<file path="config.mk">
export PLATFORM = sky130hd
export DESIGN_NAME = rr_or_arbiter
export DESIGN_NICKNAME = d
export VERILOG_FILES = /design/src/rtl/rr_or_arbiter.sv
export SDC_FILE = /design/constraint.sdc
export NUM_CORES = 1
export LEC_CHECK = 0
export ABC_AREA = 1
export BUFFER_PORTS_ARGS = -buffer_cell sky130_fd_sc_hd__buf_2
export CAP_MARGIN = 30
export CORE_ASPECT_RATIO = 1.25
export CORE_MARGIN = 5
export CORE_UTILIZATION = 57
export DETAILED_ROUTE_END_ITERATION = 6
export PLACE_DENSITY_LB_ADDON = 0.25
export SLEW_MARGIN = 20
export SYNTH_ARGS = -nofsm -noshare
export SYNTH_HDL_FRONTEND = slang
export SYNTH_SLANG_ARGS = --single-unit
</file>
<file path="constraint.sdc">
create_clock -name clk -period 2.3 [get_ports clk]
set_input_delay 0.23 -clock clk [delete_from_list [all_inputs] [get_ports clk]]
set_output_delay 0.23 -clock clk [all_outputs]
set_load 0.005 [all_outputs]
</file>
<file path="src/rtl/rr_or_arbiter.sv">
// Round-robin arbiter with rotating priority pointer, max-hold preemption and registered request OR.
// Optional owner lock input enabled by defining RR_OR_ARBITER_LOCK_EN.
module rr_or_arbiter #(
   parameter int N        = 4,
   parameter int ID_W     = 2,
   parameter int MAX_HOLD = 8
) (
   input  logic            clk,
   input  logic            rst_n,
`ifdef RR_OR_ARBITER_LOCK_EN
   input  logic            lock,
`endif
   input  logic [N-1:0]    req,
   output logic [N-1:0]    gnt,
   output logic            gnt_valid,
   output logic [ID_W-1:0] gnt_id,
   output logic            any_req
);

   typedef enum logic [0:0] {IDLE = 1'b0, OWNED = 1'b1} state_t;

   localparam logic [7:0] HOLD_LAST = 8'(MAX_HOLD - 1);

   state_t          state_r;
   logic [N-1:0]    gnt_r;
   logic            gnt_valid_r;
   logic [ID_W-1:0] gnt_id_r;
   logic            any_req_r;
   logic [ID_W-1:0] ptr_r;
   logic [7:0]      hold_r;

   logic            win_found_s;
   logic [ID_W-1:0] win_id_s;
   logic [ID_W-1:0] next_ptr_s;
   logic            owner_req_s;
   logic            others_s;
   logic            freeze_s;
   logic            preempt_s;
   logic            do_grant_s;
   logic            go_idle_s;
   logic            hold_inc_s;

`ifdef RR_OR_ARBITER_LOCK_EN
   assign freeze_s = lock;
`else
   assign freeze_s = 1'b0;
`endif

   assign owner_req_s = |(req & gnt_r);
   assign others_s    = |(req & ~gnt_r);
   assign preempt_s   = owner_req_s && others_s && (hold_r == HOLD_LAST) && !freeze_s;

   // First set request at or after ptr, wrapping N-1 -> 0.
   always_comb begin
      logic [ID_W-1:0] idx_v;
      idx_v       = '0;
      win_found_s = 1'b0;
      win_id_s    = '0;
      for (int i = 0; i < N; i++) begin
         idx_v = ID_W'((int'(ptr_r) + i) % N);
         if (!win_found_s && req[idx_v]) begin
            win_found_s = 1'b1;
            win_id_s    = idx_v;
         end else begin
            win_id_s    = win_id_s;
         end
      end
   end

   // Pointer value one past the winner, modulo N.
   always_comb begin
      if (win_id_s == ID_W'(N - 1)) begin
         next_ptr_s = '0;
      end else begin
         next_ptr_s = win_id_s + ID_W'(1);
      end
   end

   // Per-state decision: new grant, drop to idle, or keep owner and advance hold counter.
   always_comb begin
      do_grant_s = 1'b0;
      go_idle_s  = 1'b0;
      hold_inc_s = 1'b0;
      case (state_r)
         IDLE: begin
            if (win_found_s) begin
               do_grant_s = 1'b1;
            end else begin
               go_idle_s  = 1'b1;
            end
         end
         OWNED: begin
            if (!owner_req_s) begin
               if (win_found_s) begin
                  do_grant_s = 1'b1;
               end else begin
                  go_idle_s  = 1'b1;
               end
            end else if (preempt_s) begin
               do_grant_s = 1'b1;
            end else if (!freeze_s && (hold_r != HOLD_LAST)) begin
               hold_inc_s = 1'b1;
            end else begin
               hold_inc_s = 1'b0;
            end
         end
         default: begin
            go_idle_s = 1'b1;
         end
      endcase
   end

   // State, pointer, hold counter and all registered outputs.
   always_ff @(posedge clk or negedge rst_n) begin
      if (!rst_n) begin
         state_r     <= IDLE;
         gnt_r       <= '0;
         gnt_valid_r <= 1'b0;
         gnt_id_r    <= '0;
         any_req_r   <= 1'b0;
         ptr_r       <= '0;
         hold_r      <= 8'd0;
      end else begin
         any_req_r <= |req;
         if (do_grant_s) begin
            state_r     <= OWNED;
            gnt_r       <= {{(N-1){1'b0}}, 1'b1} << win_id_s;
            gnt_valid_r <= 1'b1;
            gnt_id_r    <= win_id_s;
            ptr_r       <= next_ptr_s;
            hold_r      <= 8'd0;
         end else if (go_idle_s) begin
            state_r     <= IDLE;
            gnt_r       <= '0;
            gnt_valid_r <= 1'b0;
            gnt_id_r    <= '0;
         end else if (hold_inc_s) begin
            hold_r      <= hold_r + 8'd1;
         end else begin
            hold_r      <= hold_r;
         end
      end
   end

   assign gnt       = gnt_r;
   assign gnt_valid = gnt_valid_r;
   assign gnt_id    = gnt_id_r;
   assign any_req   = any_req_r;

endmodule

</file>
==> impl_metrics.json <==
{
  "root_buffer": "clkbuf_4",
  "dp.cells": 213,
  "num_antenna_cells": 0,
  "rows": 18,
  "drt-initial-drc-count": 43,
  "mostFrequentLayoutCells": "nand2_1, inv_1, dfrtp_1",
  "port_buffers": 13,
  "fmax_mhz": 480.3,
  "critPathCaptureType": "flip-flop",
  "grt_pass1_vias": 1107,
  "cts_tree": "yes",
  "hp-start": "req[2]",
  "instances_no_fill": 218,
  "netlist_area_mm2": 0.001212,
  "synth_area_leaders": "dfrtp_1, nand2_1, inv_1, ha_1, nand3_1",
  "wl_um": 2644,
  "grt-ovfl-total": 0,
  "wl_met1_um": 1053,
  "ctsResizeCount": 0,
  "tns_ps": 0,
  "rsz0062_at_grt": "false",
  "critPathLaunchType": "flip-flop",
  "dp_hpwl_um": 2105,
  "die_h_um": 61.57,
  "die_x_um": 51.25,
  "antenna_found_initial": 0,
  "gp_congestion": 0.7886,
  "setup_viol": 0,
  "synth_top_area_share_pct": 37.15,
  "cp_num_buf_inv": 2,
  "syn_nets": 192,
  "initial_utilization_pct": 60.49,
  "fin_nets": 210,
  "worstPathRequired_ps": 2460,
  "timing.rr.end": "ptr_r[1]",
  "ios": 14,
  "via_count": 1196,
  "arrival_ps": 2240,
  "ys_seq_area_share_pct": 37.15,
  "fin_crit_ps": 2082,
  "remaining_drc_errors": 0,
  "crit_top_cell": "nand2_1",
  "final_common_cell": "nand2_1",
  "yosysWarnings": 0,
  "drv_cap": 0,
  "cp.depth": 13,
  "max_slew.worst_pin.slew_ps": 503.4,
  "worst_path_max_delay_cell": "dfrtp_1",
  "hold_class": "primary input to flip-flop",
  "cp_slowest_stage_delay_ps": 380,
  "r2r_slack_ps": 220,
  "hold_viol": 0,
  "worstSetupPathType": "flip-flop to flip-flop",
  "worstPathMaxFanout": 9,
  "cts_buffers": 3,
  "syn2layout_area_growth_pct": 10.84,
  "grt.total_usage_pct": 19.23,
  "slew_headroom_pct": 66.40,
  "htree_levels": 1,
  "ys_ff_latch": 18,
  "clkTransAtPathRegs_ps": 100,
  "topRoutingLayerUsed": "met4",
  "p_leak_nw": 0.7739,
  "postCtsHoldBufs": 1,
  "drv_slew": 0,
  "dieArea_mm2": 0.003155,
  "layout-drive-gt1-share_pct": 11.62,
  "firstDrtPassIters": 4,
  "crit_start": "ptr_r[0]",
  "grt_max_degree": 19,
  "clock_sinks": 18,
  "insertion_delay_ps": 290,
  "routedWlPerCell_um": 12.13,
  "cts_max_path_buffers": 2,
  "crit_chain": "clkinv_1, nand2_1, nand2_1, nand2_1, nand2_1, nor2_1, nand3_1, nand3_1, nand2_1, inv_1, ha_1, nand2_1, o21ai_0",
  "min_period_over_period_pct": 90.52,
  "max-vdd-ir-drop_v": 0.0007357,
  "avgSynthCellArea_um2": 6.698,
  "wl_met2_um": 1437,
  "grt_pass1_wl_um": 4540,
  "synth_area_leader_cell": "dfrtp_1",
  "status": "complete, no violations",
  "wl_met3_um": 134,
  "endpoint": "ptr_r[1]",
  "vias_per_cell": 5.486,
  "syn-instance-count": 181,
  "crit_family": "simple AND/OR/NAND/NOR gates",
  "clock_skew_ps": 1.581,
  "ant_nets": 0,
  "core_area_mm2": 0.002004,
  "rr_worst_depth": 13,
  "timing.rr.start": "ptr_r[0]",
  "power_density_mw_per_mm2": 1174,
  "cts_setup_buffers": 0,
  "synth_cell_type_count": 19
}
[per-layer routing]
| metal | GRT usage [%] | up-vias |
|---|---|---|
| li1 | - | 600 |
| met1 | 20.70 | 549 |
| met2 | 38.49 | 45 |
| met3 | 2.179 | 2 |
| met4 | 7.116 | 0 |
| met5 | 0 | - |
[cell usage after synthesis]
cell and instances:
o21ai_0 7, nand2_1 87, ha_1 5, nand3_1 11, nor2_2 3, xor2_1 2
nand3b_1 4, nor3b_2 1, buf_2 1, nor3_1 1, xnor2_1 2, buf_4 1
nand4_1 5, nor3_4 1, nor2_1 11, o21ai_1 1, inv_1 19, dfrtp_1 18
clkinv_1 1
[worst min path at each step]
stage | to | cells after the start | slack (ps)
final | gnt_valid | 3 | 240
after global routing | gnt_valid | 3 | 240
after CTS | gnt_valid | 3 | 230
after detailed placement | hold_r[1] | 1 | 180
after global placement | hold_r[0] | 1 | 170
after floorplan | any_req | 0 | -70
[metrics by stage]
| step | setup WS (ps) | hold slack [ps] | utilization (%) | instance area [um^2] | power, mW |
|---|---|---|---|---|---|
| 2_1_floorplan | 588.7 | -65.59 | - | 1212 | 1.161 |
| 3_3_place_gp | 312.2 | 173.4 | 64.73 | 1297 | 1.357 |
| 3_5_place_dp | 247.8 | 180.4 | 64.73 | 1297 | 1.390 |
| 4_1_cts | 229.6 | 232.4 | 67.04 | 1344 | 1.587 |
| 5_1_grt | 16.17 | 238.5 | 67.04 | 1344 | 1.751 |
| 6_report | 218.1 | 243.4 | 67.04 | 1344 | 1.578 |
[cell families (layout without fill, tap and decap cells)]
kind of cell / after synthesis / in the layout / share of synthesized area, %
flip-flops: 18 / 18 / 37.15
adder cells (fa/ha/maj): 5 / 5 / 5.160
buffers and inverters: 22 / 39 / 7.224
AND/OR/NAND/NOR: 124 / 124 / 44.27
AO/OA/AOI/OAI: 8 / 8 / 3.302
XOR/XNOR: 4 / 4 / 2.890
[final cells by class]
class	count	area (um^2)
clock buffers	4	36.28
fillers	187	660.6
inverters	20	75.07
multi-input cells	141	674.4
flip-flops and latches	18	450.4
well taps	20	25.02
repair buffers	15	82.58
[worst min-delay path, stage by stage]
cell     delay [ps]
buf_2           100
inv_1            90
nand4_1          80
[where the power goes]
group | internal (mW) | switching, mW
combinational | 0.305 | 0.610
sequential | 0.401 | 0.0698
clock | 0.0963 | 0.0955
total | 0.802 | 0.776
[registers in the layout, summed over array words and instances (netlist names)]
name       flops
hold_r         8
gnt_id         2
gnt_valid      1
ptr_r          2
gnt            4
any_req        1
Power figures use the tool's default switching activity.
